==> config.mk <==
export PLATFORM = sky130hd
export DESIGN_NAME = usart_tx
export DESIGN_NICKNAME = d
export VERILOG_FILES = /design/src/rtl/usart_tx_pkg.sv /design/src/rtl/usart_tx_fifo.sv /design/src/rtl/usart_tx.sv
export SDC_FILE = /design/constraint.sdc
export NUM_CORES = 1
export LEC_CHECK = 0
export ABC_AREA = 1
export BUFFER_PORTS_ARGS = -buffer_cell sky130_fd_sc_hd__buf_2
export CORE_MARGIN = 2
export CORE_UTILIZATION = 60
export DETAILED_ROUTE_END_ITERATION = 10
export PLACE_DENSITY = 0.78
export SYNTH_ARGS = -nofsm -noshare
export SYNTH_HDL_FRONTEND = slang
export SYNTH_SLANG_ARGS = --single-unit
==> constraint.sdc <==
create_clock -name clk -period 2.51 [get_ports clk]
set_input_delay 0.1255 -clock clk [delete_from_list [all_inputs] [get_ports clk]]
set_output_delay 0.1255 -clock clk [all_outputs]
set_load 0.02 [all_outputs]
==> src/rtl/usart_tx_pkg.sv <==
// Shared definitions for the 8N1 UART transmitter: FSM encoding, frame
// geometry and default parameters.
package usart_tx_pkg;

    localparam int DATA_BITS          = 8;
    localparam int DEFAULT_BAUD_DIV   = 234;
    localparam int DEFAULT_FIFO_DEPTH = 4;

    typedef enum logic [1:0] {
        ST_IDLE  = 2'd0,
        ST_START = 2'd1,
        ST_DATA  = 2'd2,
        ST_STOP  = 2'd3
    } tx_state_e;

    // Counter width able to hold 0..n-1, never narrower than one bit.
    function automatic int cnt_width(input int n);
        return (n <= 2) ? 1 : $clog2(n);
    endfunction

endpackage

==> src/rtl/usart_tx_fifo.sv <==
// Small synchronous FIFO feeding the transmitter. Pointers carry one extra
// MSB so that full and empty are distinguished without a separate counter.
module usart_tx_fifo #(
    parameter int Width = 8,
    parameter int Depth = 4
) (
    input  logic             clk,
    input  logic             rst_n,
    input  logic             push_i,
    input  logic [Width-1:0] wdata_i,
    input  logic             pop_i,
    output logic [Width-1:0] rdata_o,
    output logic             full_o,
    output logic             empty_o
);

    localparam int AW = $clog2(Depth);

    logic [Width-1:0] mem_q [Depth];
    logic [AW:0]      wr_ptr_q, wr_ptr_d;
    logic [AW:0]      rd_ptr_q, rd_ptr_d;
    logic             push_ok;
    logic             pop_ok;

    assign empty_o = (wr_ptr_q == rd_ptr_q);
    assign full_o  = (wr_ptr_q[AW] != rd_ptr_q[AW]) &&
                     (wr_ptr_q[AW-1:0] == rd_ptr_q[AW-1:0]);

    // A full FIFO refuses pushes even when a pop frees a slot in the same cycle.
    assign push_ok = push_i && !full_o;
    assign pop_ok  = pop_i && !empty_o;

    assign wr_ptr_d = push_ok ? wr_ptr_q + (AW+1)'(1) : wr_ptr_q;
    assign rd_ptr_d = pop_ok  ? rd_ptr_q + (AW+1)'(1) : rd_ptr_q;

    // Head is read combinationally so the transmitter can load it on the pop edge.
    assign rdata_o = mem_q[rd_ptr_q[AW-1:0]];

    always_ff @(posedge clk or negedge rst_n) begin
        if (!rst_n) begin
            wr_ptr_q <= '0;
            rd_ptr_q <= '0;
        end else begin
            wr_ptr_q <= wr_ptr_d;
            rd_ptr_q <= rd_ptr_d;
        end
    end

    always_ff @(posedge clk) begin
        if (push_ok) begin
            mem_q[wr_ptr_q[AW-1:0]] <= wdata_i;
        end
    end

endmodule

==> src/rtl/usart_tx.sv <==
// UART transmitter, 8N1, LSB first. Bytes are queued through a valid/ready
// FIFO and serialised by a baud-tick FSM onto a registered serial line.
module usart_tx
    import usart_tx_pkg::*;
#(
    parameter int BaudRateDiv = DEFAULT_BAUD_DIV,
    parameter int FifoDepth   = DEFAULT_FIFO_DEPTH
) (
    input  logic                 clk,
    input  logic                 rst_n,
    input  logic [DATA_BITS-1:0] tx_data,
    input  logic                 tx_valid,
    output logic                 tx_ready,
    output logic                 usart_txp,
    output logic                 busy
);

    localparam int CntW    = cnt_width(BaudRateDiv);
    localparam int BitIdxW = $clog2(DATA_BITS);
    localparam logic [CntW-1:0]    CntLast = CntW'(BaudRateDiv - 1);
    localparam logic [BitIdxW-1:0] BitLast = BitIdxW'(DATA_BITS - 1);

    tx_state_e              state_q;
    logic [CntW-1:0]        cnt_q;
    logic [BitIdxW-1:0]     bit_idx_q;
    logic [DATA_BITS-1:0]   shift_q;
    logic                   txp_q;
    logic                   busy_q;

    logic                   fifo_full;
    logic                   fifo_empty;
    logic                   fifo_pop;
    logic [DATA_BITS-1:0]   fifo_rdata;
    logic                   baud_wrap;

    usart_tx_fifo #(
        .Width (DATA_BITS),
        .Depth (FifoDepth)
    ) u_fifo (
        .clk     (clk),
        .rst_n   (rst_n),
        .push_i  (tx_valid),
        .wdata_i (tx_data),
        .pop_i   (fifo_pop),
        .rdata_o (fifo_rdata),
        .full_o  (fifo_full),
        .empty_o (fifo_empty)
    );

    assign baud_wrap = (cnt_q == CntLast);

    // Pop when idle, or at the end of a stop bit so the next frame follows without a gap.
    assign fifo_pop = !fifo_empty &&
                      ((state_q == ST_IDLE) || ((state_q == ST_STOP) && baud_wrap));

    always_ff @(posedge clk or negedge rst_n) begin
        if (!rst_n) begin
            state_q   <= ST_IDLE;
            cnt_q     <= '0;
            bit_idx_q <= '0;
            shift_q   <= '0;
            txp_q     <= 1'b1;
            busy_q    <= 1'b0;
        end else begin
            busy_q <= (state_q != ST_IDLE) || !fifo_empty;
            case (state_q)
                ST_IDLE: begin
                    cnt_q <= '0;
                    if (!fifo_empty) begin
                        shift_q <= fifo_rdata;
                        state_q <= ST_START;
                        txp_q   <= 1'b0;
                    end else begin
                        txp_q <= 1'b1;
                    end
                end
                ST_START: begin
                    if (baud_wrap) begin
                        cnt_q     <= '0;
                        bit_idx_q <= '0;
                        state_q   <= ST_DATA;
                        txp_q     <= shift_q[0];
                    end else begin
                        cnt_q <= cnt_q + CntW'(1);
                    end
                end
                ST_DATA: begin
                    if (baud_wrap) begin
                        cnt_q   <= '0;
                        shift_q <= shift_q >> 1;
                        if (bit_idx_q == BitLast) begin
                            state_q <= ST_STOP;
                            txp_q   <= 1'b1;
                        end else begin
                            bit_idx_q <= bit_idx_q + BitIdxW'(1);
                            txp_q     <= shift_q[1];
                        end
                    end else begin
                        cnt_q <= cnt_q + CntW'(1);
                    end
                end
                ST_STOP: begin
                    if (baud_wrap) begin
                        cnt_q <= '0;
                        if (!fifo_empty) begin
                            shift_q <= fifo_rdata;
                            state_q <= ST_START;
                            txp_q   <= 1'b0;
                        end else begin
                            state_q <= ST_IDLE;
                            txp_q   <= 1'b1;
                        end
                    end else begin
                        cnt_q <= cnt_q + CntW'(1);
                    end
                end
                default: begin
                    state_q <= ST_IDLE;
                    cnt_q   <= '0;
                    txp_q   <= 1'b1;
                end
            endcase
        end
    end

    assign tx_ready  = !fifo_full;
    assign usart_txp = txp_q;
    assign busy      = busy_q;

endmodule

* After elaboration in Yosys (flattened, before gate mapping)
Memory sizes are Yosys's and may differ from the RTL's.
Cells that the tools add are included.
** Word-level totals
- Bits in registers :: 29
- Bits in latches :: 0
- RAM bits :: 32
- Memory bits (read-only) :: 0
- Output and inout bits :: 3
- Logic and storage cells :: 70
- Memories kept :: 1
** Memories
- u_fifo.mem_q :: depth 4, bits a word 8, rd ports 1, clocked after memory_dff 0, write ports 1, RTL line usart_tx_fifo.sv:19 : logic [Width-1:0] mem_q [Depth];
** Cells by class
- Add/subtract/negate cells :: 4
- Multipliers :: 0
- Div/mod/pow operators :: 0
- $lt $le $gt $ge :: 0
- Equal/unequal tests :: 14
- Shift-type cells :: 0
- Muxes and demuxes :: 25
- Bitwise gates (word level) :: 0
- Reductions and logical operators :: 18
** Operators with widths (number)
- $mux 8 :: 4
- $pmux 8 s3 :: 1
- $pmux 8 s2 :: 1
- $ne 2x2->1 const B :: 6
- $mux 2 :: 5
- $add 3x1->3 const B :: 3
- $mux 3 :: 3
- $add 8x1->8 const B :: 1
- $eq 8x8->1 const B :: 1
- $mux 1 :: 8
- $pmux 2 s4 :: 1
- $pmux 3 s2 :: 1
- $reduce_and 3->1 :: 2
- $logic_and 1x1->1 :: 5
- $reduce_and 5->1 :: 1
- $eq 2x2->1 const B :: 2
- $pmux 1 s4 :: 1
- $reduce_and 4->1 :: 1
- $reduce_bool 2->1 :: 2
- $eq 3x3->1 :: 1
- $eq 3x3->1 const B :: 1
- $reduce_bool 3->1 :: 1
- $reduce_or 3->1 :: 1
- $eq 2x1->1 const B :: 1
- 5 further kinds :: 7

* Longest topological paths before layout
Gate-level depths: netlist of run 1.
- Depth after elaboration :: 6
- Mapped depth :: 10

* By module
A second synthesis of run 1 with hierarchy kept.
** Unflattened totals
- Cell total of the unflattened synthesis :: 308
- Area, all modules :: 2951.6 um2
** By module, submodules not included
- usart_tx_fifo :: times used 1, cells each 138, area an instance 1631.6 um2
- usart_tx :: times used 1, cells each 170, area an instance 1320.0 um2

* Least setup slack after synthesis of run 1
OpenSTA, ideal clock, no wires.
- Path kind :: register -> register
- Start point :: register u_fifo.rd_ptr_q[0]
- End point :: memory u_fifo.mem_q[0][0], enable pin
- Setup time :: 371 ps
- Data arrival time :: 1420 ps
- Slack :: 719 ps
- Stages on the path, launching flop included :: 8
- Buffers on the path :: 1
- Path through :: dfrtp_1 buf_6 inv_4 nand2_1 nand2_1 nand3_1 nand2_2 nor2_1
** Between the ends
- Cells in the longest elaborated chain, start to end :: 6
** RTL lines
- start: declaration :: RTL line usart_tx_fifo.sv:21 : logic [AW:0] rd_ptr_q, rd_ptr_d;
- start signal: assignment :: RTL line usart_tx_fifo.sv:45 : rd_ptr_q <= rd_ptr_d;
- $eq 2x2->1 :: RTL line usart_tx_fifo.sv:27 : (wr_ptr_q[AW-1:0] == rd_ptr_q[AW-1:0]);
- $logic_and 1x1->1 :: RTL line usart_tx_fifo.sv:26 : assign full_o = (wr_ptr_q[AW] != rd_ptr_q[AW]) &&
- $logic_not 1->1
- net tx_ready :: RTL line usart_tx.sv:13 : output logic tx_ready,
- $logic_and 1x1->1 :: RTL line usart_tx_fifo.sv:30 : assign push_ok = push_i && !full_o;
- $mux 1 :: RTL line usart_tx_fifo.sv:50 : if (push_ok) begin
- $mux 1 (implied by the code) :: RTL line usart_tx_fifo.sv:51 : mem_q[wr_ptr_q[AW-1:0]] <= wdata_i;
- end: declaration :: RTL line usart_tx_fifo.sv:19
The timed path passes the listed nets, and every way through them passes these cells.

* Worst setup path in the final report of run 1
- Start point :: register u_fifo.rd_ptr_q[1]
- End point :: memory u_fifo.mem_q[3][4], enable pin
** Between the ends
- Cells in the longest elaborated chain, start to end :: 6
** RTL lines (RTL line)
- $eq 2x2->1 :: usart_tx_fifo.sv:27
- $logic_and 1x1->1 :: usart_tx_fifo.sv:26
- $logic_not 1->1 :: usart_tx_fifo.sv:30
- $logic_and 1x1->1 :: usart_tx_fifo.sv:30
- $mux 1 :: usart_tx_fifo.sv:50
- $mux 1 (implied by the code) :: usart_tx_fifo.sv:51
Every way passes these cells.

==> results by stage, run 1 <==
Status:
- The run finished with clean final reports.

Worst setup path:
- In this run the worst path has a maximum fanout of 13.
- The signal on the critical path passes through inv_2 > nand2_1 > nand2_1 > nand3_1 > nand2_2 > nor2_2.
- The element type at the critical path end is a register.
- By startpoint and endpoint, the worst setup path is classified as register to register.
- The cell type group with the largest total delay on the critical path is simple AND/OR/NAND/NOR gates.
- The required time of the critical path is 2.49 ns.
- The number of buffer and inverter stages on the critical path is 1.
- The critical path data arrival time is a little under 2 ns.
- By instance count, the cell type seen most on the critical path is nand2_1.
- The worst setup path is launched from a register.
- The delay of the slowest cell on the worst path is 0.63 ns.
- The standard cell with the maximum stage delay on the critical path is dfrtp_1.

Floorplan:
- The core region is 4720 um2.
- The floorplan has 25 rows.
- The die covers 5460 um2.
- The number of primary I/O pins is 14.
- The die width is 73.9 um.
- The initial cell density of the core is 62.0%.
- The vertical extent of the die is about 74 um.

Clocking:
- The count of cells resized by post-cts repair is 0.
- The depth of the CTS H-tree is 3.
- The clock insertion delay at the later pin of the skew report is 0.33 ns.
- In this run the clock root is driven by a clkbuf_8.
- Counting along the longest clock path gives a buffer depth of 2.
- Clock-pin slew was measured on the worst setup and hold paths at 0.07 ns.
- Buffers inserted to repair hold after CTS numbered 1.
- The TritonCTS clock tree is done.
- The buffers inserted during post-CTS setup optimization is 0.
- Clock tree synthesis inserted a total of 9 buffers.
- Counting every sink on the clock net gives 61.

Logic synthesis:
- The summed instance area of the synthesized netlist is approximately 3000 um2.
- The number of nets produced by synthesis is between 300 and 400.
- The total number of yosys warnings is 0.
- The number of distinct standard cells referenced by the synthesized netlist is 29.
- The cell count after synthesis came out at 310.
- The sequential share of the synthesized area is 57.6%.
- Counting flops and latches in the post-synthesis netlist gives 61.
- For this run, the leading register cell type out of synthesis is edfxtp_1.
- The post-synthesis async set-or-reset flop share is ~48%.
- A synthesized cell averages 9.45 um2.
- Yosys mapped a number of flops with a built-in enable equal to 32.

STA:
- The headroom to the max-slew limit is between 50% and 60%.
- The total negative slack for setup checks is 0 ns.
- The measured slew at the worst slew-check pin is 0.651 ns.
- Setup repair after global routing left no endpoint under its margin.
- The post-route fraction of the period consumed by the critical path is 77.8%.
- Counting I/O delays and the setup requirement, the final critical path takes 1.95 ns.
- The number of pins exceeding their max-slew limit in the final report was 0.
- The worst clock skew is 0.00527 ns.
- Static timing analysis puts the maximum clock frequency at roughly 510 MHz.
- Setup violations remaining at the end of the flow were counted as 0.
- The final hold violation count is 0.

Detailed routing:
- The routed design has between 5000 and 6000 um of wire.
- Before antenna repair, the detailed router went through 5 iterations.
- In the detailed route, the total length drawn on met2 is 2350 um.
- The amount of wire on met3 after detailed routing is 249 um.
- In this run, the number of DRC markers left after iteration 0 of detailed routing was 137.
- The final route contains 2038 vias.
- The wire length on met1 is 2620 um.
- After detailed routing, no signal wire sits above met4.
- In the routed layout, each cell is associated on average with a via count of 5.02.
- Dividing the detail-routed wire length by the instance count gives 13.0 um.
- The count of nets left with antenna violations once routing finished came out at 0.
- The final routed DRC violation total is 0.

Cells and area:
- From synthesis to final layout, the design area changed by 11.8%.
- The count of antenna diodes in the layout is 0.
- Counting the fill cells in the layout gives 350.
- The net count of the finished layout is ~360.
- Of the cells placed in the final design, the portion with a size suffix greater than 1 is 14.7%.

Global routing:
- The number of global-route vias before repair was 1923.
- Global routing finished with a remaining overflow of 0.
- The number of antenna violations at the first check in global routing came to 0.
- The largest net degree at the start of global routing is 30.
- The first global-routing pass estimated 9210 um of wire.
- The overall track demand over capacity in global routing is between 20% and 30%.

Worst hold path:
- The path class of the tightest hold or removal check is input pin to register.

Place:
- The number of input and output port buffers inserted is 13.
- The congestion estimate from routability-driven global placement came to 0.889.
- The HPWL after detailed placement is 3660 um.

Power:
- The analysis attributes to cell leakage a power of 0.00149 uW.
- The worst supply voltage drop on vdd is 0.696 mV.
- The power per unit of standard cell area is 745 nW/um2.
- After layout, the design draws a total of 2440 uW.

Job:
- Max-cap violations in this run came to 0.
-- power breakdown --
part	internal (uW)	switching, uW	total (uW)
registers	1190	43.2	1240
logic	111	265	376
clock network	451	380	831
-- cell type report --
class	instances	area, um2	share of cell area, %
inverters	30	115	3.51
clock buffers	9	124	3.78
flip-flops and latches	61	1690	51.5
repair buffers	18	105	3.21
multi-input cells	214	1090	33.4
well taps	67	83.8	2.56
clock inverters	7	66.3	2.02
-- layout by cell type (no fill, tap or decap), drive strengths merged, types with 2 or more instances in the layout --
cell	count
nand2	115
edfxtp	32
inv	30
xor2	2
nor2	21
o21ai	6
ha	14
clkbuf	9
buf	17
clkinv	4
nor3b	4
clkinvlp	2
dfrtp	28
nand3	40
a21oi	7
-- through the flow --
| step | utilization [%] | instances | instance area, um2 | hold slack [ns] | setup WS (ns) |
|---|---|---|---|---|---|
| global route | 69.4 | 406 | 3280 | 0.00175 | 0.355 |
| global placement | 65.1 | 389 | 3080 | 0.179 | 0.667 |
| floorplan | - | 310 | 2930 | -0.170 | 0.719 |
| detailed placement | 65.1 | 389 | 3080 | 0.188 | 0.610 |
| CTS | 69.4 | 406 | 3280 | 0.00449 | 0.580 |
| finish | 69.4 | 406 | 3280 | 0.0179 | 0.557 |
-- final timing paths --
path / cells after the start / to / slack [ns] / from
max in group asynchronous: 2 / u_fifo.wr_ptr_q[1] / 1.73 / rst_n
min in group asynchronous: 2 / shift_q[7] / 0.36 / rst_n
min reg2reg: 2 / shift_q[1] / 0.49 / shift_q[1]
max reg2reg: 6 / u_fifo.mem_q[3][4] / 0.56 / u_fifo.rd_ptr_q[1]
min: 1 / u_fifo.mem_q[2][7] / 0.02 / tx_data[7]
max: 6 / u_fifo.mem_q[3][4] / 0.56 / u_fifo.rd_ptr_q[1]
-- per-layer routing --
metal / vias up / track usage [%]
li1: 1055 / -
met1: 936 / 33.5
met2: 41 / 33.2
met3: 6 / 6.45
met4: 0 / 7.88
met5: - / 0
-- registers in the layout (all words and copies together) (netlist names) --
| signal | count |
|---|---|
| bit_idx_q | 3 |
| busy | 1 |
| cnt_q | 8 |
| shift_q | 8 |
| state_q | 2 |
| u_fifo.mem_q | 32 |
| u_fifo.rd_ptr_q | 3 |
| u_fifo.wr_ptr_q | 3 |
| usart_txp | 1 |
-- Yosys cell counts, types with 2 or more instances --
master / instances / area share [%]
nor3b_1: 4 / 1.0
nor2_1: 16 / 2.0
nand2_2: 3 / 0.64
xor2_1: 2 / 0.60
inv_1: 25 / 3.2
nor2_2: 4 / 0.85
dfrtp_1: 28 / 24
nand2_1: 109 / 14
nand2_4: 3 / 1.2
ha_1: 14 / 6.0
edfxtp_1: 32 / 33
o21ai_0: 5 / 0.85
a21oi_1: 6 / 1.0
inv_2: 4 / 0.51
buf_2: 2 / 0.34
nand3_1: 40 / 6.8
-- cell families (layout without fill, tap and decap cells) --
family	count (synthesis)	count (layout)	share of synthesized area, %
DFF	61	61	57.6
adders and majority gates	14	14	5.98
buffers and inverters	35	64	5.04
AOI/OAI and AO/OA	15	15	3.20
xor gates and xnor gates	3	3	0.897
and+or+nand+nor	182	182	27.3
No activity file was read; power rests on OpenSTA's default activity.
==> run 2, diff against run 1 <==
Settings changed: CORE_UTILIZATION 60 to 55, PLACE_DENSITY 0.78 to 0.75.
Clock period 2.51 ns to 1.6 ns, I/O delays scaled along.
==> results by stage, run 2 (synthesized netlist as in run 1, its figures left out) <==
Detailed routing:
- Once detail routing completed, the nets flagged for antenna violations numbered 0.
- The via density per instance is ~5.0.
- In the routed design, unresolved DRC markers number 0.
- The final routed wirelength across all metal layers is 5680 um.
- The average wire per cell in the routed design is 13.2 um.
- Summing over every cut layer, the via total after detailed routing is around 2200.
- The detailed router finished its first iteration with 201 violations.
- The first TritonRoute pass finished after 5 iterations.

Global routing:
- Entering global routing, the biggest net connects 30 pins.
- The number of antenna violations at the first check in global routing is 0.
- Global routing consumed, over all layers together, about a fifth of the routing resources.
- The number of global-route vias before repair is 1991.
- The first global-routing pass estimated 9390 um of wire.
- The overall overflow remaining after global route is 0.

Floorplan:
- After floorplanning, the core was divided into 26 placement rows.
- For this configuration, the core starts out at a cell density of 57.0%.
- The die is 77.0 um tall.
- The die width is 77.0 um.
- The die covers 5930 um2.
- For this design the top-level I/O count stands at 14.
- In this run the standard cell core region covers roughly 5000 um2.

Cells and area:
- The number of antenna diodes in the final layout is 0.
- The library cell used most frequently in the layout, excluding fill and tap cells, is nand2_1.
- Of the cells placed in the final design, the portion with a size suffix greater than 1 is 21.1%.
- Across the whole layout, storage elements account for 1690 um2.
- The final standard cell area without fillers is 3510 um2.
- In the final layout, the multi-input gates occupy 1150 um2.
- The top cell types in the final layout, fill and taps aside, are nand2_1, nand3_1, edfxtp_1.
- After the last flow step, the layout net total stands at 381.
- The number of flip-flops in the largest register is 32.
- From synthesis to final layout, the design area changed by 19.9%.
- Fill cells in the final layout number 421.

Worst setup path:
- Across all register-to-register paths, the minimum setup slack is 0.07 ns.
- The worst setup path is of the register to register kind.
- The startpoint kind of the worst setup timing path is a register.
- The peak fanout along the critical path is 5.
- The startpoint identified for the worst register-to-register timing path is state_q[0].
- The critical path data arrival time is approximately 1.8 ns.
- The element type at the critical path end is a register.
- For the worst flop-to-flop path, the logic depth is 8.
- The endpoint of the most critical register-to-register path is state_q[0].
- The required time of the critical path is approximately 1.8 ns.

STA:
- The worst path in the final design needs a cycle of between 1.5 and 2 ns, including I/O delays and setup.
- The timing-limited maximum frequency is 653 MHz.
- Headroom to the max-slew limit came out at 56.6%.
- The number of pins exceeding their max-slew limit in the final report was 0.
- At the pin with the least slew margin, the transition time is 0.650 ns.
- Dividing the final minimum period by the clock period gives 95.6%.
- The final hold violation count is 0.
- Setup repair after global routing could not meet its margin everywhere.
- Setup violations remaining at the end of the flow were counted as 0.
- Across all hold checks on the routed design, the worst slack comes to between 0.2 and 0.25 ns.
- On the final layout, the worst clock skew is 0.00967 ns.

Place:
- The area of placed instances is 3190 um2.
- Once detailed placement completed, the half-perimeter wirelength came to 3800 um.
- The routability congestion estimate is 0.804.
- Input and output buffers added on the ports amount to 13.

Power:
- Across the VDD grid, the largest voltage drop is between 0.8 and 0.9 mV.
- The power per unit of standard cell area is around 1100 nW/um2.
- The reported leakage power is roughly 0.0016 uW.

Job:
- The count of maximum capacitance violations is 0.

Clocking:
- The clock insertion delay at the later pin of the skew report is 0.35 ns.
- Clock tree synthesis selected as its root buffer the cell clkbuf_8.
- The clock passes through at most 2 buffers.
- The depth of the CTS H-tree is 3.
- TritonCTS built the clock tree.
- The tree built by TritonCTS fans out to 61 sinks.
- The clock transition time at the flip-flop clock pins of the worst setup and hold paths is 0.07 ns.
- Clock tree synthesis inserted a total of 9 buffers.

Worst hold path:
- In this run the worst hold path is classified as input pin to register.
- The number of instances on the worst hold path is 5.
- The terminating pin of the worst hold path is u_fifo.wr_ptr_q[2].
- The beginning of the worst hold path is tx_valid.

Status:
- The flow ran to the end, and the final reports show no timing, DRC or antenna violations.
[run 2: per-layer routing]
metal  up-vias  wire length, um  track usage [%]
met5         -                0                0
met4         0              162             11.6
met3        13              235             3.88
met2        56             2710             31.8
met1      1001             2570             28.3
li1       1101                -                -
[run 2: what timing repair did]
action                                  CTS  global route
resized for setup                         0            11
buffers inserted                          0             2
hold buffers                              9             0
endpoints found under the setup margin    0            35
endpoints found under the hold margin    59             0
[run 2: report_power, final]
group	total (uW)	switching, uW	internal (uW)
combinational	692	441	252
sequential	1950	75.1	1870
clock	1260	674	582
[run 2: worst max-delay path, stage by stage, from the launching register on]
cell and delay, ns:
dfrtp_1 0.43, inv_1 0.08, ha_2 0.23, nor2_4 0.16, nand2_4 0.09, a21oi_1 0.22
nand2_1 0.10, nand2_1 0.07, nand2_1 0.05
[run 2: final cells by class]
class | count | area share (%)
clock buffer | 9 | 3.52
sequential | 61 | 48.0
inverter | 30 | 3.28
multi-input combinational | 214 | 32.7
tap | 70 | 2.49
timing repair buffer | 40 | 8.37
clock inverter | 7 | 1.60
[run 2: worst max path at each step]
| stage | from | endpoint | slack, ns |
|---|---|---|---|
| after CTS | state_q[0] | shift_q[7] | 0.02 |
| after global placement | u_fifo.rd_ptr_q[2] | u_fifo.mem_q[1][0] | 0.08 |
| after floorplan | u_fifo.rd_ptr_q[0] | u_fifo.mem_q[0][0] | -0.08 |
| after global routing | state_q[0] | shift_q[7] | -0.03 |
| after detailed placement | u_fifo.rd_ptr_q[2] | u_fifo.mem_q[1][3] | 0.03 |
| final | state_q[0] | state_q[0] | 0.07 |
[run 2: metrics by stage]
step | total power [uW] | TNS [ns] | setup slack [ns] | instances | utilization, %
finish | 3890 | 0 | 0.0696 | 431 | 68.4
global route | 4100 | -0.162 | -0.0321 | 431 | 68.4
CTS | 3880 | 0 | 0.0187 | 429 | 67.3
detailed placement | 2620 | 0 | 0.0299 | 404 | 62.0
global placement | 2610 | 0 | 0.0807 | 404 | 62.0
floorplan | 2360 | -1.91 | -0.0795 | 310 | -
==> run 3, diff against run 2 <==
Settings changed: ABC_AREA 1 to default, CORE_UTILIZATION 55 to 54, PLACE_DENSITY 0.75 to 0.74.
==> results by stage, run 3 <==
Detailed routing:
- The final routed DRC violation total is 0.
- The final routed wirelength across all metal layers is 5460 um.
- In this run, the number of DRC markers left after iteration 0 of detailed routing was 61.
- The first-pass detailed-route iteration total is 4.
- In the routed layout, each cell is associated on average with a via count of 5.28.
- The number of vias after detailed routing is 1738.
- In this run the remaining antenna-violating nets after routing total 0.
- Dividing the detail-routed wire length by the instance count gives about 17 um.

Job:
- The count of maximum capacitance violations is 0.

Status:
- The run finished, with violations left.
- The checks that failed: setup timing.

Floorplan:
- The vertical extent of the die is 77.0 um.
- The core region is approximately 5100 um2.
- The floorplan die area is 5930 um2.
- 14 I/O pins were placed.
- The initial cell density of the core is between 50% and 60%.
- The standard-cell row count is 26.
- From left edge to right edge, the die measures 77.0 um.

STA:
- Across all hold checks on the routed design, the worst slack comes to roughly 0.28 ns.
- Static timing analysis puts the maximum clock frequency at 583 MHz.
- The clock arrives with roughly 0.009 ns of skew.
- The number of pins exceeding their max-slew limit in the final report is 0.
- The clock period minus final worst setup slack is between 1.5 and 2 ns.
- The measured slew at the worst slew-check pin is about 0.65 ns.
- Setup repair after global routing could not meet its margin everywhere.
- For the final routed database, the setup TNS stands at -0.927 ns.
- The worst pin sits at a relative slew slack of between 50% and 60%.
- The final hold violation count came to 0.
- Setup violations remaining at the end of the flow were counted as 11.
- The worst-case setup margin in the final layout is -0.116 ns.
- The worst path uses 107% of the clock period.

Logic synthesis:
- Of the total synthesized cell area, the portion taken by AND, OR, NAND and NOR gates is ~7.3%.
- In the synthesized netlist the dominant register cell turns out to be edfxtp_1.
- The portion of synthesized area spent on multiplexers is 14.7%.
- Summing the areas of all xor and xnor instances in the mapped netlist gives 5.56% of the synthesized area.
- Yosys printed 0 warnings.
- The synthesized netlist devotes 6.08% of its cell area to adder and majority cells.
- Yosys instantiated no cell more often than edfxtp_1.
- The compound-gate portion of the synthesized area is 5.00%.
- The summed instance area of the synthesized netlist is around 2900 um2.
- The synthesized design contains ~60 register bits.
- The number of flops mapped to enable cells by yosys is 32.
- Yosys attributes the largest share of cell area to edfxtp_1, dfrtp_1, mux4_2.
- The number of distinct standard cells referenced by the synthesized netlist is 39.
- The instance count of the mapped netlist is 188.
- The largest family of logic cells by synthesized area is multiplexers.
- After synthesis, the mean cell area works out to around 15 um2.
- The number of nets produced by synthesis is 213.
- The post-synthesis async set-or-reset flop share is 47.5%.
- The fraction of synthesized cell area taken by the top area cell type is 33.4%.
- In the synthesized netlist, the cells that appear most often are edfxtp_1, dfrtp_1, ha_1.
- The library cell with the largest summed area after synthesis is edfxtp_1.
- The sequential share of the synthesized area is 58.6%.

Cells and area:
- Fill cells in the final layout number 338.
- The footprint of the flip-flops and latches is 1690 um2.
- The most common cell after layout, fill and taps aside is buf_4.
- The share of the core filled with cells is 73.4%.
- The number of antenna diodes in the final layout is 0.
- In the final layout, the share of cells above drive strength 1 is about 47%.
- In the final layout, the multi-input gates occupy 1250 um2.
- In the layout the commonest cells are buf_4, edfxtp_1, dfrtp_1.
- The number of flip-flops in the largest register is 32.
- Relative to the synthesized area, the layout overhead comes to 31.0%.
- For this run, the number of standard cells in the final layout without fillers is 329.
- For this run, the post-layout net count is 279.

Global routing:
- For this run, global-route usage on met2 was measured as 35.8%.
- Global routing used 20.6% of the available tracks across all layers.
- The layer carrying the most global-route usage is met2.
- The number of global-route vias before repair is ~1900.
- Entering global routing, the biggest net connects 30 pins.
- The first global-routing pass estimated 9110 um of wire.
- The number of antenna violations at the first check in global routing came to 0.
- The global routing met3 resource utilization is 5.76%.
- In the global route stage, met1 resource usage came out at 23.8%.
- The overall overflow remaining after global route is 0.

Place:
- The number of input and output port buffers inserted is 13.
- The sum of net half-perimeters after detailed placement is 3570 um.
- The routability congestion estimate is 0.810.
- The cell count after placement is about 300.

Clocking:
- The cell at the root of the clock tree is clkbuf_8.
- The sink count of the clock tree is 61.
- The number of buffers between clock root and the deepest sink is 2.
- After clock tree synthesis, the clock-pin slew on the worst setup and hold paths is 0.07 ns.
- Clock latency on the worst-skew pair, taken at its later pin, is 0.34 ns.
- The TritonCTS clock tree is done.
- The depth of the CTS H-tree is 3.
- The number of CTS-inserted buffers is 9.

Worst setup path:
- In this run the register-to-register setup slack is -0.12 ns.
- STA classifies the critical path startpoint as a register.
- For the worst setup path, the data required time is 1.82 ns.
- The critical path in this run is classified as register to register.
- At the worst endpoint, the arrival time is 1.94 ns.
- The peak fanout along the critical path is 8.
- The element type at the critical path end is a register.

Power:
- Summed over all cells, the static leakage comes to 0.00161 uW.
- The worst supply voltage drop on vdd is 1.23 mV.
- Dividing total power by cell area gives a power density of ~2100 nW/um2.

Worst hold path:
- The worst hold path belongs to the class input pin to register.
==> run 3: cell types whose count changed in the layout (fill, tap and decap cells not counted), moves of 6 or more <==
cell | previous run | this run
nand3_1 | 39 | 3
inv_1 | 24 | 7
mux4_2 | 0 | 8
buf_4 | 17 | 34
a21oi_1 | 6 | 0
nand2_1 | 108 | 4
mux2_2 | 0 | 7
mux2_4 | 0 | 12
==> run 3: worst paths after layout <==
path	start	to	cells after the start
setup / recovery	u_fifo.rd_ptr_q[0]	shift_q[6]	4
hold / removal	tx_valid	u_fifo.wr_ptr_q[0]	5
setup reg to reg	u_fifo.rd_ptr_q[0]	shift_q[6]	4
hold reg to reg	shift_q[5]	shift_q[5]	1
max in group asynchronous	rst_n	u_fifo.wr_ptr_q[0]	2
min in group asynchronous	rst_n	cnt_q[6]	2
==> run 3: logic make-up after synthesis <==
logic type      after synthesis
xor+xnor                     14
buf+inv                      15
flops                        61
simple gates                 38
fa+ha+maj                    14
mux                          27
compound gates               19
==> run 3: per-stage QoR <==
stage	setup WS [ns]	cell area [um2]	power (uW)
2_1_floorplan	-0.0487	2900	4770
3_3_place_gp	-0.160	3270	5570
3_5_place_dp	-0.207	3270	5730
4_1_cts	-0.0980	3680	7590
5_1_grt	-0.165	3770	8290
6_report	-0.116	3770	7840
==> run 3: repair_timing <==
| item | in CTS | in global routing |
|---|---|---|
| buffers inserted | 1 | 2 |
| endpoints found under the hold margin | 60 | 0 |
| pin swaps | 1 | 4 |
| setup endpoints to repair | 47 | 51 |
| gates resized for setup | 17 | 17 |
| hold buffers | 9 | 0 |
==> run 3: where the power goes <==
group	switching (uW)	total, uW	internal, uW
Sequential	277	2450	2170
Combinational	1620	3770	2150
Clock	603	1630	1030
Total	2500	7840	5340
==> run 3: critical path: stages (launching register included) <==
cell and delay [ns]:
dfrtp_1 0.41, buf_12 0.16, mux4_2 0.51, mux2_2 0.27, mux2_4 0.25
==> run 3: area by class of cell <==
class | count | area share [%]
Clock buffer | 9 | 3.28
Clock inverter | 7 | 3.02
Inverter | 9 | 0.895
Multi-Input combinational cell | 112 | 33.2
Sequential cell | 61 | 44.7
Tap cell | 70 | 2.32
Timing Repair Buffer | 61 | 12.6
==> run 3: layer usage <==
layer	wire length, um	vias to the layer above	share of wire [%]
met5	0	-	0
met4	102	0	1.9
met3	163	10	3.0
met2	2900	26	53
met1	2300	873	42
li1	-	829	-
